`src/rtl/count_disp_n.sv`:
```
// count_disp_n: tick prescaler, NDIG-digit hex/BCD up/down counter with load
// and wrap flag, and a multiplexed common-anode 7-segment scanner with
// leading-zero blanking. All outputs are registered.
module count_disp_n #(
  parameter int NDIG     = 4,
  parameter int TICK_DIV = 25000000,
  parameter int SCAN_DIV = 50000
) (
  input  logic              clk,
  input  logic              rst,
  input  logic              run,
  input  logic              dir,
  input  logic              bcd_mode,
  input  logic              load,
  input  logic [4*NDIG-1:0] load_val,
  input  logic              blank_lz,
  output logic [4*NDIG-1:0] count,
  output logic              wrap,
  output logic              tick,
  output logic [7:0]        seg,
  output logic [NDIG-1:0]   an
);

  localparam int W  = 4 * NDIG;
  localparam int TW = (TICK_DIV > 1) ? $clog2(TICK_DIV) : 1;
  localparam int SW = (SCAN_DIV > 1) ? $clog2(SCAN_DIV) : 1;
  localparam int IW = (NDIG > 1) ? $clog2(NDIG) : 1;
  localparam logic [TW-1:0] TICK_LAST = TW'(TICK_DIV - 1);
  localparam logic [SW-1:0] SCAN_LAST = SW'(SCAN_DIV - 1);
  localparam logic [IW-1:0] IDX_LAST  = IW'(NDIG - 1);

  logic [TW-1:0]   r_pre;
  logic            r_tick;
  logic [W-1:0]    r_count;
  logic            r_wrap;
  logic [SW-1:0]   r_scan;
  logic [IW-1:0]   r_idx;
  logic [7:0]      r_seg;
  logic [NDIG-1:0] r_an;

  logic [W-1:0]    w_load_clamped;
  logic [W-1:0]    w_next;
  logic            w_next_wrap;
  logic            w_cy;
  logic [3:0]      w_d;
  logic [3:0]      w_digit;
  logic            w_upper_zero;
  logic            w_blank;
  logic [6:0]      w_glyph;

  // Prescaler: free-running 0..TICK_DIV-1, tick registered on the last count.
  always_ff @(posedge clk) begin
    if (rst) begin
      r_pre  <= '0;
      r_tick <= 1'b0;
    end else begin
      r_tick <= (r_pre == TICK_LAST);
      r_pre  <= (r_pre == TICK_LAST) ? '0 : r_pre + TW'(1);
    end
  end

  // Next-count logic: clamped load value and one step in hex or BCD.
  always_comb begin
    w_load_clamped = load_val;
    w_next         = r_count;
    w_next_wrap    = 1'b0;
    w_cy           = 1'b1;
    w_d            = 4'd0;
    if (bcd_mode) begin
      for (int i = 0; i < NDIG; i++) begin
        if (load_val[4*i +: 4] > 4'd9) w_load_clamped[4*i +: 4] = 4'd9;
      end
    end
    if (!bcd_mode) begin
      if (dir) begin
        w_next      = r_count + W'(1);
        w_next_wrap = &r_count;
      end else begin
        w_next      = r_count - W'(1);
        w_next_wrap = ~|r_count;
      end
    end else begin
      // Ripple carry (up) or borrow (down) from digit 0; a digit above 9
      // going down snaps to 9 and absorbs the borrow.
      for (int i = 0; i < NDIG; i++) begin
        w_d = r_count[4*i +: 4];
        if (w_cy) begin
          if (dir) begin
            if (w_d >= 4'd9) begin
              w_next[4*i +: 4] = 4'd0;
            end else begin
              w_next[4*i +: 4] = w_d + 4'd1;
              w_cy             = 1'b0;
            end
          end else begin
            if (w_d == 4'd0) begin
              w_next[4*i +: 4] = 4'd9;
            end else if (w_d > 4'd9) begin
              w_next[4*i +: 4] = 4'd9;
              w_cy             = 1'b0;
            end else begin
              w_next[4*i +: 4] = w_d - 4'd1;
              w_cy             = 1'b0;
            end
          end
        end
      end
      w_next_wrap = w_cy;
    end
  end

  // Counter register: load beats a step; wrap only pulses on a wrapping step.
  always_ff @(posedge clk) begin
    if (rst) begin
      r_count <= '0;
      r_wrap  <= 1'b0;
    end else if (load) begin
      r_count <= w_load_clamped;
      r_wrap  <= 1'b0;
    end else if (r_tick && run) begin
      r_count <= w_next;
      r_wrap  <= w_next_wrap;
    end else begin
      r_wrap  <= 1'b0;
    end
  end

  // Scanner: dwell SCAN_DIV cycles per digit, index cycles 0..NDIG-1.
  always_ff @(posedge clk) begin
    if (rst) begin
      r_scan <= '0;
      r_idx  <= '0;
    end else if (r_scan == SCAN_LAST) begin
      r_scan <= '0;
      r_idx  <= (r_idx == IDX_LAST) ? '0 : r_idx + IW'(1);
    end else begin
      r_scan <= r_scan + SW'(1);
    end
  end

  // Digit select, leading-zero detection and glyph lookup for the current index.
  always_comb begin
    w_digit      = 4'd0;
    w_upper_zero = 1'b1;
    for (int i = 0; i < NDIG; i++) begin
      if (IW'(i) == r_idx) w_digit = r_count[4*i +: 4];
      if ((IW'(i) >= r_idx) && (r_count[4*i +: 4] != 4'd0)) w_upper_zero = 1'b0;
    end
    w_blank = blank_lz && (r_idx != '0) && w_upper_zero;
    case (w_digit)
      4'h0: w_glyph = 7'h3F;
      4'h1: w_glyph = 7'h06;
      4'h2: w_glyph = 7'h5B;
      4'h3: w_glyph = 7'h4F;
      4'h4: w_glyph = 7'h66;
      4'h5: w_glyph = 7'h6D;
      4'h6: w_glyph = 7'h7D;
      4'h7: w_glyph = 7'h07;
      4'h8: w_glyph = 7'h7F;
      4'h9: w_glyph = 7'h6F;
      4'hA: w_glyph = 7'h77;
      4'hB: w_glyph = 7'h7C;
      4'hC: w_glyph = 7'h39;
      4'hD: w_glyph = 7'h5E;
      4'hE: w_glyph = 7'h79;
      default: w_glyph = 7'h71;
    endcase
  end

  // Display registers: active-low anode and segments, decimal point off.
  always_ff @(posedge clk) begin
    if (rst) begin
      r_seg <= 8'hFF;
      r_an  <= '1;
    end else begin
      r_an  <= ~(NDIG'(1) << r_idx);
      r_seg <= w_blank ? 8'hFF : {1'b1, ~w_glyph};
    end
  end

  assign count = r_count;
  assign wrap  = r_wrap;
  assign tick  = r_tick;
  assign seg   = r_seg;
  assign an    = r_an;

endmodule
```
`config.mk`:
```
export PLATFORM = sky130hd
export DESIGN_NAME = count_disp_n
export DESIGN_NICKNAME = d
export VERILOG_FILES = /design/src/rtl/count_disp_n.sv
export SDC_FILE = /design/constraint.sdc
export NUM_CORES = 1
export LEC_CHECK = 0
export BUFFER_PORTS_ARGS = -buffer_cell sky130_fd_sc_hd__buf_2
export CORE_MARGIN = 2
export CORE_UTILIZATION = 40
export CTS_CLUSTER_SIZE = 16
export DETAILED_ROUTE_END_ITERATION = 16
export GPL_TIMING_DRIVEN = 0
export PLACE_DENSITY = 0.57
export SYNTH_ARGS = -nofsm -noshare
export SYNTH_HDL_FRONTEND = slang
export SYNTH_SLANG_ARGS = --single-unit
```
`constraint.sdc`:
```
create_clock -name clk -period 2.3 [get_ports clk]
set_clock_uncertainty 0.15 [all_clocks]
set_input_delay 0.115 -clock clk [delete_from_list [all_inputs] [get_ports clk]]
set_output_delay 0.115 -clock clk [all_outputs]
set_load 0.01 [all_outputs]
```
==> out/results.txt, run 1 <==
row cnt = 41
setup ws final = -6.72 ps
failing checks = setup timing
Synth top cells by count = 88 x nor2_1, 72 x dfxtp_1, 52 x nand2_1
Synth async-reset ratio = 0%
fin nets = 835
r2r endpoint = seg[3]
die area = 14000 sq um
Via Count = 5513
synthesized flop and latch total = 72
Setup CP Type = flop to flop
Seq/Total Area, Yosys = 27.6%
cell area power density = 592 nW/um^2
layout cells sized above 1 = 26.5%
Min Clock Period, post-route = 2310 ps
Antenna Cells = 0
largest net degree at the start of global routing = 13
Final Hold Viols = 0
Slew HR = 40.6%
max frequency = 434 MHz
CTS tree = yes
ANT nets after route = 0
Worst setup SP type = flop
crit-path max FO = 4
GPL Wtd Cong = 0.934
status = complete, but fails checks
Initial Util = 41.2%
GR Overflow Total = 0
clk slew on worst S/H paths = 70 ps
drt wl/cell = 17.7 microns
number of synthesized flops with an enable pin = 0
starting DRC count in detailed routing = 417
root buf cell = clkbuf_16
router iterations before antenna repair = 6
Sinks on Clock Net = 72
die height = 118 microns
final setup vio count = 1
Clock Path Buffers = 2
Peak VDD IR = 362 uV
Post-Syn Instances = 670
arrival time at the worst endpoint = 2370 ps
hold wc startpoint = load_val[4]
Port Buffers = 49
top cell type's share of synthesized area = 27.6%
RSZ-0062 raised after global routing = yes
Total Routed Length = 16.7 mm
WHS = 34.0 ps
actual slew at the worst max-slew pin = 891 ps
met2 Usage GRT = 37.2%
Setup crit start = r_idx[1]
Synth cell types = 70
initial antenna violation count = 0
num ports = 53
most frequent cell after synthesis = nor2_1
final period utilization = 100%
worst min-delay path class = input port to flop
vias in the first global route = 5311
final core occ = 53.8%
CTS H-Tree Depth = 3
GRT Total Usage = 23.5%
Post-Synthesis Net Count = 734
vias per cell = 5.82
R2R Setup Slk = -7 ps
die span in x = 118 microns
max cap viols = 0
Final Power = 4.03 mW
M3 GR Usage = 3.76%
Core Footprint = 12700 sq um
Skew-Pair Late Insertion Delay = 350 ps
first-pass GRT wire length = 26.5 mm
Yosys top cell by area = dfxtp_1
top cells by area, synth = dfxtp_1 28%, ha_1 9.6%, nor2_1 6.3%
GRT Max-Usage Layer = met2
Post-synth top flop = dfxtp_1
Layout Area Growth over Synthesis = 30.5%
Setup crit end kind = flop
Post-Synthesis Cell Area = 5220 sq um
cells on worst reg2reg path = 12
Lkg Pwr = 2.66 nW
GR Util met1 = 31.4%
Syn Area/Cell = 7.79 sq um
CTS buffer count = 9
Max Slew Vio Count = 0
hpwl dp = 11.4 mm
DRC viols = 0
CP endpoint = seg[3]
R2R Path Start = r_idx[1]
Synth Warn # = 0
Worst EP required = 2360 ps
how the worst min path moves through the flow:
stage / endpoint / slack (ps) / cells past startpoint
2_1_floorplan: count[6] / 130 / 3
3_3_place_gp: r_scan[0] / 300 / 1
3_5_place_dp: count[7] / 300 / 3
4_1_cts: count[4] / 30 / 4
5_1_grt: count[13] / 70 / 4
6_report: count[4] / 30 / 4
layout by cell type (no fill, tap or decap), types with 7 or more instances in the layout:
cell	count
nor2_1	87
dfxtp_1	60
buf_2	59
nand2_1	52
buf_4	38
a21oi_1	36
nand3_1	30
o21ai_0	28
xor2_1	26
xnor2_1	23
ha_1	21
inv_1	18
nor3_1	16
nand4_1	15
clkbuf_1	14
ha_4	11
dfxtp_4	10
and3_1	9
mux2i_1	9
clkbuf_16	9
a31oi_1	8
ha_2	8
o21ai_1	7
o211ai_1	7
dlygate4sd3_1	7
logic make-up after synthesis:
logic type	synth area share, %
compound gates	22.8
xor+xnor	8.22
fa+ha+maj	9.97
buf+inv	4.74
flops	27.6
mux	2.13
other cells	0.0718
simple gates	24.5
state kept, by name, summed over array words and instances, names as in the netlist:
name / flops
r_pre: 25
count: 16
r_scan: 16
seg: 7
an: 4
r_idx: 2
tick: 1
wrap: 1
per-stage QoR:
step | area [sq um] | setup slack [ps] | setup TNS (ps) | std cells
final | 6820 | -6.72 | -6.72 | 947
after global routing | 6820 | -133 | -406 | 947
after CTS | 6420 | -0.637 | -0.637 | 933
after detailed placement | 5690 | -681 | -6930 | 891
after global placement | 5690 | -753 | -6960 | 891
after floorplan | 5230 | -40.1 | -67.6 | 670
power by group:
part | switching (mW) | total, mW | internal (mW)
clock | 0.583 | 1.53 | 0.947
sequential | 0.0586 | 1.35 | 1.30
combinational | 0.660 | 1.15 | 0.491
total | 1.30 | 4.03 | 2.73
critical path, stage by stage (launching register included):
cell,delay (ps)
dfxtp_2,330
inv_2,90
ha_4,140
buf_6,100
and3b_1,170
a211oi_2,240
a21oi_2,60
mux2i_2,200
inv_2,80
ha_4,170
nor2b_4,120
a211oi_2,210
o21ai_1,100
layout make-up:
class	count	area (sq um)
inverter	27	113
buffer	28	140
clock inverter	5	82.6
multi-input combinational	538	3930
clock buffer	10	229
timing repair buffer	95	629
tap	172	215
sequential	72	1480
fill	1248	5850
routing by layer:
| metal | vias to the layer above | part of all wire, % | wire length [microns] |
|---|---|---|---|
| met2 | 225 | 46 | 7710 |
| met4 | 0 | 3.1 | 512 |
| li1 | 2623 | - | - |
| met5 | - | 0 | 0 |
| met1 | 2624 | 44 | 7370 |
| met3 | 41 | 6.8 | 1140 |
what timing repair did:
action	CTS	global route
gates cloned	0	1
resized for setup	51	74
pin swaps	12	21
hold endpoints to repair	6	0
endpoints found under the setup margin	21	20
setup buffers	23	15
hold buffers	7	0
(Power assumes the default switching activity.)
==> run 2: changes to the inputs <==
--- a/config.mk
+++ b/config.mk
@@ -7,11 +7,12 @@
 export LEC_CHECK = 0
 export BUFFER_PORTS_ARGS = -buffer_cell sky130_fd_sc_hd__buf_2
 export CORE_MARGIN = 2
-export CORE_UTILIZATION = 40
+export CORE_UTILIZATION = 45
 export CTS_CLUSTER_SIZE = 16
 export DETAILED_ROUTE_END_ITERATION = 16
 export GPL_TIMING_DRIVEN = 0
-export PLACE_DENSITY = 0.57
+export PLACE_DENSITY = 0.63
 export SYNTH_ARGS = -nofsm -noshare
 export SYNTH_HDL_FRONTEND = slang
 export SYNTH_SLANG_ARGS = --single-unit
+export TNS_END_PERCENT = 100
==> out/results.txt, run 2 (synthesis gave the netlist of run 1 again) <==
CP bufs+invs = 0 (-3)
initial antenna violation count = 0 (unchanged)
Setup crit end kind = flop
DRC viols = 0 (unchanged)
Placed Area = 5660 sq um (-0.64%)
Port Buffers = 49 (unchanged)
Worst setup SP type = flop
Layout Area Growth over Synthesis = 26.8%
ANT nets after route = 0 (unchanged)
vias in the first global route = 4952 (-6.8%)
die area = 12500 sq um (-11%)
Setup CP Type = flop to flop
drt wl/cell = 17.3 microns (-1.8%)
final instance area = 6620 sq um (-2.9%)
CP max stage delay = 410 ps (+80 ps)
max frequency = 437 MHz (+0.72%)
GR Overflow Total = 0 (unchanged)
Sinks on Clock Net = 72 (unchanged)
GPL Wtd Cong = 0.912 (-2.3%)
Antenna Cells = 0 (unchanged)
num ports = 53 (unchanged)
Critical Path, Cell by Cell = ha_2 -> o211ai_1 -> o211ai_1 -> a31oi_2 -> o21a_1 -> a211oi_1 -> o31ai_2
first-pass GRT wire length = 25.0 mm (-5.4%)
Final Hold Viols = 0 (unchanged)
root buf cell = clkbuf_16
Peak VDD IR = 415 uV (+15%)
final setup vio count = 0 (-1)
slowest CP cell = ha_2
Clock Path Buffers = 2 (unchanged)
Lkg Pwr = 2.58 nW (-3.0%)
vias per cell = 5.95 (+2.2%)
worst min-delay path class = input port to flop
final period utilization = 99.6% (-0.71 points)
R2R Path Start = count[3]
WHS = 12.7 ps (-21.3 ps)
Initial Util = 45.9% (+4.7 points)
max cap viols = 0 (unchanged)
hold wc startpoint = load_val[11]
final core occ = 58.2% (+4.4 points)
Hold EP = count[11]
layout cells sized above 1 = 25.7% (-0.70 points)
Top reg by flops = r_pre
hpwl dp = 11.0 mm (-3.2%)
most frequent cells in the layout = 87 x nor2_1, 60 x dfxtp_1, 57 x buf_2
Via Count = 5424 (-1.6%)
Hold Path Depth = 3 (-1)
crit-path max FO = 8 (+4)
fin nets = 829 (-0.72%)
Total Routed Length = 15.8 mm (-5.5%)
Skew-Pair Late Insertion Delay = 340 ps (about the same)
Largest register FFs = 25 (unchanged)
R2R Setup Slk = 10 ps (+20 ps)
leading cell type in the layout, fill and taps excluded = nor2_1
most used cell along the critical path = o211ai_1
row cnt = 39 (-4.9%)
arrival time at the worst endpoint = 2360 ps (about the same)
CTS buffer count = 9 (unchanged)
Slew HR = 50.2% (+9.5 points)
cells on worst reg2reg path = 7 (-5)
CTS H-Tree Depth = 3 (unchanged)
fillers = 1045 (-16%)
GRT Total Usage = 24.7% (+1.3 points)
FF+latch area = 1480 sq um (unchanged)
Worst EP required = 2370 ps (about the same)
Max Slew Vio Count = 0 (unchanged)
largest net degree at the start of global routing = 13 (unchanged)
die height = 112 microns (-5.5%)
Min Clock Period, post-route = 2290 ps (-16.4 ps)
CTS tree = yes
multi-input logic area = 3860 sq um (-1.7%)
cell area power density = 574 nW/um^2 (-3.1%)
r2r endpoint = count[15]
actual slew at the worst max-slew pin = 747 ps (-143 ps)
starting DRC count in detailed routing = 484 (+16%)
RSZ-0062 raised after global routing = yes
Core Footprint = 11400 sq um (-10%)
clk slew on worst S/H paths = 60 ps (about the same)
die span in x = 112 microns (-5.5%)
router iterations before antenna repair = 5 (-1)
status = complete, no violations
kind of cell adding the most delay to the critical path = compound AO/OA/AOI/OAI gates
==> run 2: changes by cell type in the layout (fill, tap and decap cells not counted), sizes merged <==
cell	before	now
buf	102	94
clkbuf	24	28
bufinv	2	0
clkinv	4	2
clkinvlp	1	3
dlygate4sd3	7	6
inv	25	26
==> run 2: worst max path at each step <==
stage,slack (ps),depth (start not counted),startpoint,end
after floorplan,-40,12,r_idx[1],seg[3]
after global placement,-700,10,dir,count[14]
after detailed placement,-690,10,dir,count[14]
after CTS,-10,12,r_idx[1],seg[3]
after global routing,-40,7,count[3],count[15]
final,10,7,count[3],count[15]
==> run 2: layout make-up <==
type | count | share of cell area (%)
clock inverters | 4 | 0.435
plain buffers | 28 | 2.10
flip-flops and latches | 72 | 22.4
well taps | 143 | 2.70
repair buffers | 89 | 8.52
clock buffers | 11 | 3.82
inverters | 27 | 1.74
multi-input cells | 538 | 58.3
==> run 2: report_power, final <==
part	internal [mW]	switching, mW
registers	1.30	0.0604
logic	0.470	0.631
clock network	0.785	0.557
total	2.55	1.25
==> run 2: repair_timing <==
action | in CTS | in global routing
endpoints found under the setup margin | 21 | 18
hold endpoints to repair | 5 | 0
gates cloned | 0 | 1
hold buffers | 6 | 0
resized for setup | 53 | 56
pin swaps | 10 | 14
buffers inserted | 21 | 12
==> run 2: through the flow <==
stage                     setup WS [ps]  total power, mW  TNS, ps  cells
final                              9.73             3.80        0    912
after global placement             -695             2.25    -6270    862
after CTS                         -14.5             3.71    -41.8    901
after global routing              -40.7             3.96     -123    912
after floorplan                   -40.1             2.01    -67.6    670
after detailed placement           -688             2.27    -6670    862
==> run 2: worst reg2reg max path, stage by stage, from the launching register on <==
cell	delay (ps)
dfxtp_2	390
ha_2	420
o211ai_1	150
o211ai_1	340
a31oi_2	200
o21a_1	220
a211oi_1	240
o31ai_2	80
==> run 2: per-layer routing <==
metal  vias up  track usage (%)  wire length [microns]
li1       2626                -                      -
met1      2541             34.1                   7170
met2       221             39.9                   7120
met3        36             2.89                   1100
met4         0             9.30                    427
met5         -                0                      0
